`config.mk`:
```
export PLATFORM = sky130hd
export DESIGN_NAME = pll_md_ctrl_flat
export DESIGN_NICKNAME = d
export VERILOG_FILES = /design/src/rtl/pll_md_pkg.sv /design/src/rtl/pll_md_if.sv /design/src/rtl/pll_md_ctrl_lock_sync.sv /design/src/rtl/pll_md_ctrl.sv /design/src/flat_wrapper.sv
export SDC_FILE = /design/constraint.sdc
export NUM_CORES = 1
export LEC_CHECK = 0
export BUFFER_PORTS_ARGS = -buffer_cell sky130_fd_sc_hd__buf_2
export CORE_MARGIN = 1
export CORE_UTILIZATION = 40
export CTS_CLUSTER_SIZE = 10
export DETAILED_ROUTE_END_ITERATION = 8
export HOLD_SLACK_MARGIN = 0.05
export SETUP_SLACK_MARGIN = 0.15
export SYNTH_ARGS = -nofsm -noshare
export SYNTH_HDL_FRONTEND = slang
export SYNTH_SLANG_ARGS = --single-unit
```
`constraint.sdc`:
```
create_clock -name clk -period 3.3 [get_ports clk]
set_clock_uncertainty 0.05 [all_clocks]
set_input_delay 0.66 -clock clk [delete_from_list [all_inputs] [get_ports clk]]
set_output_delay 0.66 -clock clk [all_outputs]
set_load 0.005 [all_outputs]
```
`src/rtl/pll_md_pkg.sv`:
```
// Shared definitions for the PLL dynamic-modification sequencer: MD opcodes,
// client command encodings, FSM state type and a saturating counter helper.
package pll_md_pkg;

  localparam int CNT_W = 17;

  localparam logic [1:0] MD_NOP  = 2'b00;
  localparam logic [1:0] MD_WR   = 2'b01;
  localparam logic [1:0] MD_RD   = 2'b10;
  localparam logic [1:0] MD_ADDR = 2'b11;

  localparam logic [1:0] CMD_WR     = 2'b00;
  localparam logic [1:0] CMD_RD     = 2'b01;
  localparam logic [1:0] CMD_COMMIT = 2'b10;
  localparam logic [1:0] CMD_NOP    = 2'b11;

  typedef enum logic [2:0] {
    ST_IDLE,
    ST_ADDR,
    ST_DATA,
    ST_RDWAIT,
    ST_RSP,
    ST_PRST,
    ST_WLOCK
  } state_t;

  function automatic logic [CNT_W-1:0] sat_inc(input logic [CNT_W-1:0] v);
    return (&v) ? v : v + {{(CNT_W-1){1'b0}}, 1'b1};
  endfunction

endpackage

```
`src/rtl/pll_md_if.sv`:
```
// Client request/response channel of the PLL MD sequencer.
interface pll_md_if;
  logic       req_valid;
  logic       req_ready;
  logic [1:0] req_cmd;
  logic [7:0] req_addr;
  logic [7:0] req_wdata;
  logic       rsp_valid;
  logic [7:0] rsp_rdata;
  logic       rsp_err;

  modport master (
    output req_valid, req_cmd, req_addr, req_wdata,
    input  req_ready, rsp_valid, rsp_rdata, rsp_err
  );

  modport slave (
    input  req_valid, req_cmd, req_addr, req_wdata,
    output req_ready, rsp_valid, rsp_rdata, rsp_err
  );
endinterface

```
`src/rtl/pll_md_ctrl_lock_sync.sv`:
```
// Two-flop synchronizer for the asynchronous PLL lock plus a run-length counter
// that declares lock once it has been continuously high for LOCK_STABLE cycles.
module lock_sync
  import pll_md_pkg::*;
#(
  parameter int LOCK_STABLE = 8
) (
  input  logic clk,
  input  logic reset,
  input  logic clr,
  input  logic lock,
  output logic lock_stable
);

  localparam logic [CNT_W-1:0] STABLE_LAST = CNT_W'(LOCK_STABLE - 1);

  logic             sync1;
  logic             sync2;
  logic [CNT_W-1:0] cnt;

  always_ff @(posedge clk) begin
    if (reset || clr) begin
      sync1 <= 1'b0;
      sync2 <= 1'b0;
      cnt   <= '0;
    end else begin
      sync1 <= lock;
      sync2 <= sync1;
      if (sync2) cnt <= sat_inc(cnt);
      else       cnt <= '0;
    end
  end

  // Asserted in the cycle whose closing edge completes the stable run, so the
  // FSM leaves WLOCK on that same edge.
  assign lock_stable = sync2 && (cnt >= STABLE_LAST);

endmodule

```
`src/rtl/pll_md_ctrl.sv`:
```
// Sequencer for the PLL dynamic-modification port: single register writes and
// reads, plus a commit that pulses the PLL reset and supervises relock.
module pll_md_ctrl
  import pll_md_pkg::*;
#(
  parameter int RST_CYCLES   = 16,
  parameter int LOCK_TIMEOUT = 65535,
  parameter int LOCK_STABLE  = 8
) (
  input  logic       clk,
  input  logic       reset,
  pll_md_if.slave    host,
  output logic       busy,
  output logic [1:0] mdopc,
  output logic       mdainc,
  output logic [7:0] mdwdi,
  input  logic [7:0] mdrdo,
  output logic       pll_reset,
  input  logic       lock
);

  localparam logic [CNT_W-1:0] RST_LAST  = CNT_W'(RST_CYCLES - 1);
  localparam logic [CNT_W-1:0] TIMEOUT_C = CNT_W'(LOCK_TIMEOUT);

  state_t           state;
  logic [1:0]       cmd_q;
  logic [7:0]       wdata_q;
  logic [CNT_W-1:0] cnt;
  logic             lock_clr;
  logic             lock_stable;

  // Clear the lock monitor on the edge that enters WLOCK so stale history
  // from before the PLL reset cannot count towards the stable run.
  assign lock_clr = (state == ST_PRST) && (cnt >= RST_LAST);
  assign busy     = (state != ST_IDLE);
  assign mdainc   = 1'b0;

  lock_sync #(
    .LOCK_STABLE (LOCK_STABLE)
  ) u_lock_sync (
    .clk         (clk),
    .reset       (reset),
    .clr         (lock_clr),
    .lock        (lock),
    .lock_stable (lock_stable)
  );

  always_ff @(posedge clk) begin
    if (reset) begin
      state          <= ST_IDLE;
      cmd_q          <= CMD_WR;
      wdata_q        <= '0;
      cnt            <= '0;
      mdopc          <= MD_NOP;
      mdwdi          <= '0;
      pll_reset      <= 1'b0;
      host.req_ready <= 1'b0;
      host.rsp_valid <= 1'b0;
      host.rsp_rdata <= '0;
      host.rsp_err   <= 1'b0;
    end else begin
      mdopc          <= MD_NOP;
      mdwdi          <= '0;
      pll_reset      <= 1'b0;
      host.rsp_valid <= 1'b0;
      host.rsp_rdata <= '0;
      host.rsp_err   <= 1'b0;
      cnt            <= sat_inc(cnt);

      case (state)
        ST_IDLE: begin
          host.req_ready <= 1'b1;
          if (host.req_valid && host.req_ready) begin
            host.req_ready <= 1'b0;
            cmd_q          <= host.req_cmd;
            wdata_q        <= host.req_wdata;
            cnt            <= '0;
            case (host.req_cmd)
              CMD_WR, CMD_RD: begin
                state <= ST_ADDR;
                mdopc <= MD_ADDR;
                mdwdi <= host.req_addr;
              end
              CMD_COMMIT: begin
                state     <= ST_PRST;
                pll_reset <= 1'b1;
              end
              default: begin
                state          <= ST_RSP;
                host.rsp_valid <= 1'b1;
                host.rsp_err   <= 1'b1;
              end
            endcase
          end
        end

        ST_ADDR: begin
          state <= ST_DATA;
          cnt   <= '0;
          if (cmd_q == CMD_WR) begin
            mdopc <= MD_WR;
            mdwdi <= wdata_q;
          end else begin
            mdopc <= MD_RD;
          end
        end

        ST_DATA: begin
          cnt <= '0;
          if (cmd_q == CMD_WR) begin
            state          <= ST_RSP;
            host.rsp_valid <= 1'b1;
          end else begin
            state <= ST_RDWAIT;
          end
        end

        ST_RDWAIT: begin
          state          <= ST_RSP;
          cnt            <= '0;
          host.rsp_valid <= 1'b1;
          host.rsp_rdata <= mdrdo;
        end

        ST_RSP: begin
          state          <= ST_IDLE;
          cnt            <= '0;
          host.req_ready <= 1'b1;
        end

        ST_PRST: begin
          if (cnt >= RST_LAST) begin
            state <= ST_WLOCK;
            cnt   <= '0;
          end else begin
            pll_reset <= 1'b1;
          end
        end

        ST_WLOCK: begin
          if (lock_stable) begin
            state          <= ST_RSP;
            cnt            <= '0;
            host.rsp_valid <= 1'b1;
          end else if (cnt >= TIMEOUT_C) begin
            state          <= ST_RSP;
            cnt            <= '0;
            host.rsp_valid <= 1'b1;
            host.rsp_err   <= 1'b1;
          end
        end

        default: begin
          state <= ST_IDLE;
          cnt   <= '0;
        end
      endcase
    end
  end

endmodule

```
`src/flat_wrapper.sv`:
```
// flat-port wrapper written by rule: the top's interface ports become plain ports
module pll_md_ctrl_flat import pll_md_pkg::*;
#(
  parameter int RST_CYCLES   = 16,
  parameter int LOCK_TIMEOUT = 65535,
  parameter int LOCK_STABLE  = 8
)
  (clk, reset, busy, mdopc, mdainc, mdwdi, mdrdo, pll_reset, lock, host_req_valid, host_req_cmd, host_req_addr, host_req_wdata, host_req_ready, host_rsp_valid, host_rsp_rdata, host_rsp_err);
  pll_md_if host_i ();
  input  logic clk;
  input  logic reset;
  output logic busy;
  output logic [1:0] mdopc;
  output logic mdainc;
  output logic [7:0] mdwdi;
  input  logic [7:0] mdrdo;
  output logic pll_reset;
  input  logic lock;
  input wire logic [$bits(host_i.req_valid)-1:0] host_req_valid;
  input wire logic [$bits(host_i.req_cmd)-1:0] host_req_cmd;
  input wire logic [$bits(host_i.req_addr)-1:0] host_req_addr;
  input wire logic [$bits(host_i.req_wdata)-1:0] host_req_wdata;
  output wire logic [$bits(host_i.req_ready)-1:0] host_req_ready;
  output wire logic [$bits(host_i.rsp_valid)-1:0] host_rsp_valid;
  output wire logic [$bits(host_i.rsp_rdata)-1:0] host_rsp_rdata;
  output wire logic [$bits(host_i.rsp_err)-1:0] host_rsp_err;
  assign host_i.req_valid = host_req_valid;
  assign host_i.req_cmd = host_req_cmd;
  assign host_i.req_addr = host_req_addr;
  assign host_i.req_wdata = host_req_wdata;
  assign host_req_ready = host_i.req_ready;
  assign host_rsp_valid = host_i.rsp_valid;
  assign host_rsp_rdata = host_i.rsp_rdata;
  assign host_rsp_err = host_i.rsp_err;
  pll_md_ctrl #(.RST_CYCLES(RST_CYCLES), .LOCK_TIMEOUT(LOCK_TIMEOUT), .LOCK_STABLE(LOCK_STABLE)) u_core (.clk(clk), .reset(reset), .host(host_i), .busy(busy), .mdopc(mdopc), .mdainc(mdainc), .mdwdi(mdwdi), .mdrdo(mdrdo), .pll_reset(pll_reset), .lock(lock));
endmodule
```
==> impl_metrics.yaml, run 1 <==
outcome:
  status: "finished, final reports clean"
final_layout:
  nets: 431
  fillers: 749
  drive_above_1_share: 0.191
  diodes: 0
  final_area_sq_um: 3530
  area_delta_synth_final_pct: 16.2
timing:
  period_share: 0.755
  finalMaxSlewViolations: 0
  worstMarginPinSlew_ns: 0.911
  setup_viol: 0
  fmax_mhz: 401
  hold_viol_final: 0
  maxSlewHeadroom: 0.388
  tns_ns: 0
  rsz0062_at_grt: "false"
  hold_ws_ns: 0.410
  layout_min_cycle_time_ns: 2.49
synthesis:
  netlist_area_sq_um: 3040
  synth_flop_cell: "dfxtp_1"
  synth_fp_nets: 384
  synth_edf_count: 0
  synthCells: 351
  synth_seq_cells: 71
  yosys_warnings: 0
  syn_avg_cell_area_sq_um: 8.67
  yosysSeqAreaShare: 0.467
  yosys.cell_types.count: 45
  async_flop_share: 0
setup_path:
  critPathSlowestCell: "dfxtp_1"
  cp_common_cell: "nor2_1"
  critPathLaunchType: "register"
  crit_chain: "nand4_1 > nor2_1 > and3_1 > nand3_1 > nor3_1 > ha_1 > nand4b_1 > nor2_1 > and4_1 > xnor2_1 > nor2_1"
  startpoint: "u_core.u_lock_sync.cnt[6]$_SDFFE_PP0N_"
  crit_arrival_ns: 2.65
  path_max_fanout: 7
  cp-end-kind: "register"
  r2r_start: "u_core.u_lock_sync.cnt[6]$_SDFFE_PP0N_"
  critical_path.max_stage_delay_ns: 0.43
  path_class: "reg2reg"
  cp_data_required_time_ns: 3.45
cts:
  clock_sinks: 71
  ctsResizeCount: 0
  cts_tree: "yes"
  cts_hold_buf: 0
  clockRootBuffer: "clkbuf_8"
  clk_pin_slew_ns: 0.09
  cts_setup_buffers: 0
  clk_path_buf_depth: 2
  clk_latency_ns: 0.34
  htreeDepth: 3
  cts_made_buffers: 9
route:
  ant_nets: 0
  drt_pass1_iterations: 4
  num_vias: 2502
  drc: 0
  avgViaCountPerCell: 4.98
  drtIter0Drc: 59
  wl_per_cell_um: 12.5
  finalWirelength_um: 6270
global_routing:
  grt_first_pass_wirelength_um: 10200
  gr-total-overflow: 0
  grtUsageTotal: 0.167
  grt_pass1_vias: 2219
  grt_max_degree: 21
  antenna_found_initial: 0
die:
  placementRows: 31
  fp.dieW_um: 89.2
  io_pins: 54
  dieArea_sq_um: 7960
  fp.coreArea_sq_um: 7290
  die-height_um: 89.2
  start_util: 0.417
pwr:
  leakagePower_nw: 1.36
  ir_worst_vdd_mv: 0.242
  power_density_nw_per_um2: 489
placed_design:
  post-dp-hpwl_um: 4350
  place_area_sq_um: 3350
  place_congestion: 0.841
  port_buffers: 52
min_path:
  min_path_type: "reg2reg"
  hp-start: "u_core.wdata_q[0]$_SDFFE_PP0P_"
flow_run:
  drv_cap: 0
## per-stage QoR
step | setup slack [ns] | cells | util | total power, mW
2_1_floorplan | 0.997 | 351 | - | 1.04
3_3_place_gp | 0.875 | 486 | 0.459 | 1.09
3_5_place_dp | 0.795 | 486 | 0.459 | 1.09
4_1_cts | 0.776 | 502 | 0.485 | 1.74
5_1_grt | 0.512 | 502 | 0.485 | 1.81
6_report | 0.807 | 502 | 0.485 | 1.73
## layout by cell type, fill, tap and decap left out, drive strengths merged, types with 2 or more instances in the layout
| cell | count |
|---|---|
| xnor2 | 18 |
| dfxtp | 71 |
| clkinvlp | 2 |
| nand3 | 16 |
| xor2 | 11 |
| and3 | 6 |
| nand3b | 2 |
| a21oi | 35 |
| and2 | 8 |
| nand4 | 9 |
| mux2i | 3 |
| o211ai | 2 |
| nand2 | 37 |
| or4 | 3 |
| clkbuf | 9 |
| ha | 3 |
| o21ai | 5 |
| nor3 | 13 |
| inv | 12 |
| and4 | 3 |
| nor4 | 8 |
| buf | 52 |
| nor2b | 4 |
| a22oi | 8 |
| nor2 | 47 |
## flip-flops by register name, indices dropped and copies added (netlist names), 2 cells and up
name                    flops
u_core.state                3
u_core.mdwdi                8
u_core.wdata_q              8
u_core.mdopc                2
u_core.cnt                 17
u_core.host.rsp_rdata       8
u_core.u_lock_sync.cnt     17
u_core.cmd_q                2
## logic make-up (layout without fill, tap and decap cells)
| kind of cell | Yosys count | in the layout | synth area share |
|---|---|---|---|
| buffers and inverters | 24 | 76 | 0.0350 |
| multiplexers | 3 | 3 | 0.00987 |
| flip-flops | 71 | 71 | 0.467 |
| AND/OR/NAND/NOR | 161 | 161 | 0.274 |
| other | 1 | 1 | 0.00123 |
| adder cells (fa/ha/maj) | 3 | 3 | 0.0123 |
| XOR/XNOR | 29 | 29 | 0.0835 |
| AO/OA/AOI/OAI | 59 | 59 | 0.116 |
## worst paths after layout
kind / depth (start not counted) / to / slack [ns]
worst max-delay path: 11 / u_core.u_lock_sync.cnt[9]$_SDFFE_PP0N_ / 0.81
worst min-delay path: 2 / u_core.wdata_q[0]$_SDFFE_PP0P_ / 0.41
worst max register to register: 11 / u_core.u_lock_sync.cnt[9]$_SDFFE_PP0N_ / 0.81
worst min register to register: 2 / u_core.wdata_q[0]$_SDFFE_PP0P_ / 0.41
## worst max-delay path, delay by kind of cell, from the launching register on
family	cells	cell delay, ns
XOR/XNOR	1	0.14
adder cells (fa/ha/maj)	1	0.34
AND/OR/NAND/NOR	9	1.40
flip-flops	1	0.43
## routing by layer
layer  share of wire  vias to the layer above  track usage  routed length (um)
li1                -                     1309            -                   -
met1            0.51                     1133        0.221                3170
met2            0.43                       50        0.253                2700
met3           0.046                       10       0.0471                 291
met4           0.017                        0       0.0736                 104
met5               0                        -            0                   0
## power by group
group / internal, mW / total (mW) / switching (mW)
clock: 0.287 / 0.655 / 0.368
combinational: 0.0609 / 0.164 / 0.103
sequential: 0.885 / 0.910 / 0.0251
total: 1.23 / 1.73 / 0.497
## layout make-up
class                           count  area (sq um)  area share
Clock buffer                        9           124      0.0350
Clock inverter                      7          61.3      0.0173
Inverter                            8          30.0     0.00850
Multi-Input combinational cell    256          1510       0.428
Sequential cell                    71          1420       0.402
Tap cell                           99           124      0.0350
Timing Repair Buffer               52           260      0.0736
## synthesized netlist by cell type (2+ instances only)
| master | number | share of area |
|---|---|---|
| nand4_1 | 7 | 0.014 |
| and2_1 | 8 | 0.016 |
| mux2i_1 | 3 | 0.0099 |
| a21oi_1 | 35 | 0.058 |
| nand2_1 | 37 | 0.046 |
| a22oi_1 | 8 | 0.020 |
| buf_2 | 7 | 0.012 |
| nand3b_1 | 2 | 0.0049 |
| dfxtp_1 | 71 | 0.47 |
| and4_1 | 3 | 0.0086 |
| xnor2_1 | 18 | 0.052 |
| nor4_1 | 7 | 0.014 |
| buf_4 | 2 | 0.0049 |
| nor3_1 | 9 | 0.015 |
| xor2_1 | 11 | 0.032 |
| ha_1 | 3 | 0.012 |
| inv_1 | 8 | 0.0099 |
| clkbuf_1 | 7 | 0.0086 |
| and3_1 | 6 | 0.012 |
| nor2_1 | 47 | 0.058 |
| nor2b_1 | 4 | 0.0082 |
| o211ai_1 | 2 | 0.0049 |
| nand4_2 | 2 | 0.0082 |
| or4_1 | 2 | 0.0049 |
| o21ai_0 | 4 | 0.0066 |
| nand3_1 | 16 | 0.026 |
| nor3_2 | 4 | 0.013 |
No activity file was read; power rests on OpenSTA's default activity.
==> run 2: changes to the inputs <==
- ABC_AREA: default -> 1
- clock period: 3.3 -> 2.5 ns (I/O delays scaled with it)
==> impl_metrics.yaml, run 2 <==
die:
  start_util: 0.417
  dieArea_sq_um: 8500
  placementRows: 32
  die-height_um: 92.2
  io_pins: 54
  fp.coreArea_sq_um: 7810
  fp.dieW_um: 92.2
final_layout:
  layout_common_cells: "84 x nor2_1, 84 x nand2_1, 71 x dfxtp_1"
  area_delta_synth_final_pct: 18.6
  seqCellArea_sq_um: 1420
  fillers: 807
  multi_input_area_sq_um: 1560
  nets: 531
  top_regs: "u_core.cnt: 17 flops, u_core.u_lock_sync.cnt: 17 flops"
  diodes: 0
  drive_above_1_share: 0.221
cts:
  clock_sinks: 71
  clockRootBuffer: "clkbuf_8"
  clk_path_buf_depth: 2
  cts_made_buffers: 9
  cts_tree: "yes"
  cts_hold_buf: 0
  htreeDepth: 3
  clk_latency_ns: 0.34
  clk_pin_slew_ns: 0.08
placed_design:
  place_congestion: 0.842
  post-dp-hpwl_um: 4740
  port_buffers: 52
global_routing:
  grt_max_degree: 26
  grtUsageTotal: 0.166
  gr-total-overflow: 0
  grt_first_pass_wirelength_um: 11300
  antenna_found_initial: 0
  grt_pass1_vias: 2554
min_path:
  whs_path_depth: 3
  hold_path_end: "u_core.host.rsp_rdata[1]$_SDFF_PP0_"
  hp-start: "mdrdo[1]"
  min_path_type: "in2reg"
pwr:
  finalPower_mw: 2.85
  power_density_nw_per_um2: 739
  ir_worst_vdd_mv: 0.568
  leakagePower_nw: 1.68
setup_path:
  path_max_fanout: 6
  path_class: "reg2reg"
  critical_path.max_stage_delay_ns: 0.37
  critPathBufInv: 2
  reg2regPathDepth: 12
  reg2reg_slack_ns: 0.41
  cp-end-kind: "register"
  crit_chain: "ha_1 > nand3_1 > nor2_1 > nand4_1 > nor3_2 > ha_2 > inv_1 > nand2_1 > inv_1 > nand2_1 > xor2_1 > nor2_1"
  critPathTopFamily: "simple AND/OR/NAND/NOR gates"
  critPathSlowestCell: "dfxtp_1"
  crit_arrival_ns: 2.26
  critPathLaunchType: "register"
  cp_data_required_time_ns: 2.67
  reg2reg_to: "u_core.u_lock_sync.cnt[10]$_SDFFE_PP0N_"
  r2r_start: "u_core.u_lock_sync.cnt[0]$_SDFFE_PP0N_"
synthesis:
  synthCells: 439
  synth_fp_nets: 472
  yosysSeqAreaShare: 0.437
  yosys.cell_types.count: 39
  synth_flop_cell: "dfxtp_1"
  synth_edf_count: 0
  synthTopCellsByCount: "84 x nand2_1, 84 x nor2_1, 71 x dfxtp_1"
  synth_top_area_cell: "dfxtp_1"
  yosysTopAreaCellShare: 0.437
  syn_avg_cell_area_sq_um: 7.41
  netlist_area_sq_um: 3250
  synth_seq_cells: 71
  async_flop_share: 0
  yosys_warnings: 0
  synth.area.top_cells: "dfxtp_1 44%, nand2_1 9.7%, nor2_1 9.7%"
route:
  wl_per_cell_um: 10.8
  routed-wl-met3_um: 164
  drt_pass1_iterations: 4
  ant_nets: 0
  avgViaCountPerCell: 4.61
  route.met2.wl_um: 3070
  drtIter0Drc: 127
  drc: 0
  finalWirelength_um: 6550
  top_layer_used: "met4"
  num_vias: 2791
  wl_met1_um: 3280
timing:
  rsz0062_at_grt: "false"
  finalMaxSlewViolations: 0
  fmax_mhz: 479
  setup_viol: 0
  layout_min_cycle_time_ns: 2.09
  tns_ns: 0
  period_share: 0.835
  hold_viol_final: 0
flow_run:
  drv_cap: 0
outcome:
  status: "finished, final reports clean"
[run 2: cell count changes in the layout (fill, tap and decap cells not counted), moves of 6 or more]
| cell | change |
|---|---|
| nand2_1 | +47 |
| inv_1 | +43 |
| nor2_1 | +37 |
| nor2_2 | +15 |
| a21oi_1 | -14 |
| xnor2_1 | -12 |
| and2_1 | -7 |
| buf_4 | +7 |
| nor4_1 | -6 |
[run 2: worst max-delay path by stage]
stage,startpoint,to,slack (ns),depth (start not counted)
floorplan,u_core.u_lock_sync.cnt[0]$_SDFFE_PP0N_,u_core.u_lock_sync.cnt[15]$_SDFFE_PP0N_,0.53,13
global route,u_core.u_lock_sync.cnt[0]$_SDFFE_PP0N_,u_core.u_lock_sync.cnt[8]$_SDFFE_PP0N_,0.17,12
detailed placement,u_core.u_lock_sync.cnt[0]$_SDFFE_PP0N_,u_core.u_lock_sync.cnt[8]$_SDFFE_PP0N_,0.24,12
finish,u_core.u_lock_sync.cnt[0]$_SDFFE_PP0N_,u_core.u_lock_sync.cnt[10]$_SDFFE_PP0N_,0.41,12
global placement,u_core.u_lock_sync.cnt[0]$_SDFFE_PP0N_,u_core.u_lock_sync.cnt[8]$_SDFFE_PP0N_,0.33,12
CTS,u_core.u_lock_sync.cnt[0]$_SDFFE_PP0N_,u_core.u_lock_sync.cnt[10]$_SDFFE_PP0N_,0.23,12
[run 2: worst min-delay path, delay by kind of cell]
kind / cells / cell delay [ns]
buf+inv: 2 / 0.13
simple gates: 1 / 0.03
[run 2: kinds of logic after synthesis]
kind of cell | Yosys count | share of synthesized area
AND/OR/NAND/NOR | 238 | 0.335
flip-flops | 71 | 0.437
other | 1 | 0.00115
XOR/XNOR | 21 | 0.0565
adder cells (fa/ha/maj) | 3 | 0.0115
multiplexers | 1 | 0.00308
AO/OA/AOI/OAI | 38 | 0.0704
buffers and inverters | 66 | 0.0850
[run 2: power by group]
part | internal (mW) | switching (mW) | leakage [nW]
clock | 0.574 | 0.453 | 0.111
sequential | 1.21 | 0.0512 | 0.575
combinational | 0.197 | 0.365 | 0.998
total | 1.98 | 0.870 | 1.68
[run 2: per-stage QoR]
| stage | hold slack (ns) | worst slack (ns) | cells | util | area, sq um |
|---|---|---|---|---|---|
| 2_1_floorplan | 0.344 | 0.532 | 439 | - | 3250 |
| 3_3_place_gp | 0.358 | 0.330 | 585 | 0.460 | 3590 |
| 3_5_place_dp | 0.351 | 0.243 | 585 | 0.460 | 3590 |
| 4_1_cts | 0.292 | 0.233 | 601 | 0.489 | 3820 |
| 5_1_grt | 0.282 | 0.170 | 605 | 0.494 | 3860 |
| 6_report | 0.314 | 0.413 | 605 | 0.494 | 3860 |
[run 2: routing by layer]
layer | vias to the layer above | GRT usage
met5 | - | 0
met4 | 0 | 0.0430
met3 | 2 | 0.0547
met2 | 32 | 0.269
met1 | 1270 | 0.212
li1 | 1487 | -
[run 2: final cells by class]
| class | instances | share of cell area |
|---|---|---|
| tap | 102 | 0.0331 |
| sequential | 71 | 0.368 |
| inverter | 55 | 0.0535 |
| clock buffer | 9 | 0.0321 |
| multi-input combinational | 302 | 0.405 |
| clock inverter | 7 | 0.0266 |
| timing repair buffer | 59 | 0.0811 |
[run 2: timing repair]
item | in CTS | in global routing
gates resized for setup | 0 | 2
endpoints found under the setup margin | 0 | 8
setup buffers | 0 | 4
hold endpoints to repair | 0 | 0
==> run 3: changes to the inputs <==
- clock period: 2.5 -> 1.8 ns (I/O delays scaled with it)
==> impl_metrics.yaml, run 3 (synthesis results as in run 2) <==
timing:
  setup_viol: 5
  period_share: 1.02
  hold_viol_final: 0
  hold_ws_ns: 0.162
  maxSlewHeadroom: 0.644
  layout_min_cycle_time_ns: 1.83
  finalMaxSlewViolations: 0
  rsz0062_at_grt: "true"
  fmax_mhz: 546
  worstMarginPinSlew_ns: 0.534
  setup_ws_ns: -0.0321
final_layout:
  postLayoutCoreUtil: 0.578
  final_area_sq_um: 4510
  area_delta_synth_final_pct: 38.7
  layout_common_cells: "77 x nand2_1, 70 x nor2_1, 62 x dfxtp_1"
  diodes: 0
  layout.cells.non_filler: 643
  nets: 569
  final_common_cell: "nand2_1"
  top_regs: "u_core.cnt: 17 flops, u_core.u_lock_sync.cnt: 17 flops"
  drive_above_1_share: 0.379
global_routing:
  grt_use_met2: 0.295
  antenna_found_initial: 0
  grt_util_met1: 0.219
  busiest_layer: "met2"
  grtUsageTotal: 0.177
  grt_pass1_vias: 2740
  grt_first_pass_wirelength_um: 11900
  gr-total-overflow: 0
  grt_max_degree: 17
  gr-usage-met3: 0.0307
setup_path:
  crit_arrival_ns: 2.07
  critPathSlowestCell: "dfxtp_2"
  critPathTopFamily: "buffers and inverters"
  path_class: "reg2reg"
  crit_chain: "ha_4 > nand3_2 > nor2_2 > nand4_1 > buf_4 > buf_4 > buf_4 > buf_4 > nor2_2 > xor2_1 > inv_1 > nor2_1"
  path_max_fanout: 2
  critPathBufInv: 5
  critPathLaunchType: "register"
  cp_data_required_time_ns: 2.04
  critical_path.max_stage_delay_ns: 0.36
  reg2reg_slack_ns: -0.03
  cp-end-kind: "register"
  cp_common_cell: "buf_4"
die:
  io_pins: 54
  dieArea_sq_um: 8500
  fp.coreArea_sq_um: 7810
  placementRows: 32
  die-height_um: 92.2
  start_util: 0.417
  fp.dieW_um: 92.2
placed_design:
  place_area_sq_um: 3810
  preCtsSetupSlack_ns: -0.145
  dp_cells: 608
  place_congestion: 0.821
  post-dp-hpwl_um: 4950
  port_buffers: 52
cts:
  cts_made_buffers: 9
  cts_tree: "yes"
  cts_hold_buf: 0
  clk_pin_slew_ns: 0.08
  clockRootBuffer: "clkbuf_8"
  clk_latency_ns: 0.35
  htreeDepth: 3
  clock_sinks: 71
  clk_path_buf_depth: 2
route:
  drc: 0
  avgViaCountPerCell: 4.67
  num_vias: 3004
  wl_per_cell_um: 11.3
  finalWirelength_um: 7290
  ant_nets: 0
  drtIter0Drc: 96
  drt_pass1_iterations: 4
pwr:
  leakagePower_nw: 1.91
  power_density_nw_per_um2: 960
  ir_worst_vdd_mv: 0.579
outcome:
  status: "complete, but fails checks"
  violations: "negative setup slack"
flow_run:
  drv_cap: 0
min_path:
  min_path_type: "in2reg"
run 3: repair_timing:
item,in CTS,in global routing
resized for setup,23,61
setup endpoints to repair,37,44
pin swaps,19,19
setup buffers,6,11
gates cloned,1,1
run 3: routing by layer:
| layer | vias up | wire length (um) |
|---|---|---|
| met5 | - | 0 |
| met3 | 14 | 238 |
| met1 | 1367 | 3300 |
| met2 | 54 | 3590 |
| met4 | 0 | 159 |
| li1 | 1569 | - |
run 3: area by class of cell:
class	count	area (sq um)
Fill cell	721	3300
Sequential cell	71	1440
Timing Repair Buffer	96	612
Clock buffer	10	138
Tap cell	102	128
Inverter	55	216
Multi-Input combinational cell	303	1910
Clock inverter	6	68.8
run 3: stage by stage:
step | total power, mW | TNS [ns]
floorplan | 2.41 | -0.179
global placement | 2.61 | -0.197
detailed placement | 2.62 | -0.966
CTS | 4.14 | 0
global route | 4.58 | -1.48
finish | 4.33 | -0.118
run 3: worst paths after layout:
| kind | startpoint | end | cells past startpoint |
|---|---|---|---|
| worst max-delay path | u_core.u_lock_sync.cnt[0]$_SDFFE_PP0N_ | u_core.u_lock_sync.cnt[12]$_SDFFE_PP0N_ | 12 |
| worst min-delay path | mdrdo[5] | u_core.host.rsp_rdata[5]$_SDFF_PP0_ | 3 |
| worst max register to register | u_core.u_lock_sync.cnt[0]$_SDFFE_PP0N_ | u_core.u_lock_sync.cnt[12]$_SDFFE_PP0N_ | 12 |
| worst min register to register | u_core.u_lock_sync.sync1$_SDFF_PP0_ | u_core.u_lock_sync.sync2$_SDFF_PP0_ | 2 |
run 3: where the power goes:
part / total (mW) / internal, mW / switching (mW)
clock network: 1.31 / 0.684 / 0.626
registers: 1.78 / 1.69 / 0.0895
logic: 1.24 / 0.502 / 0.736
total: 4.33 / 2.88 / 1.45
run 3: worst reg2reg max path, delay by kind of cell (launching register included):
kind	cells	cell delay, ns
xor gates and xnor gates	1	0.16
adders and majority gates	1	0.14
buffers and inverters	5	0.59
DFF	1	0.36
and+or+nand+nor	5	0.49
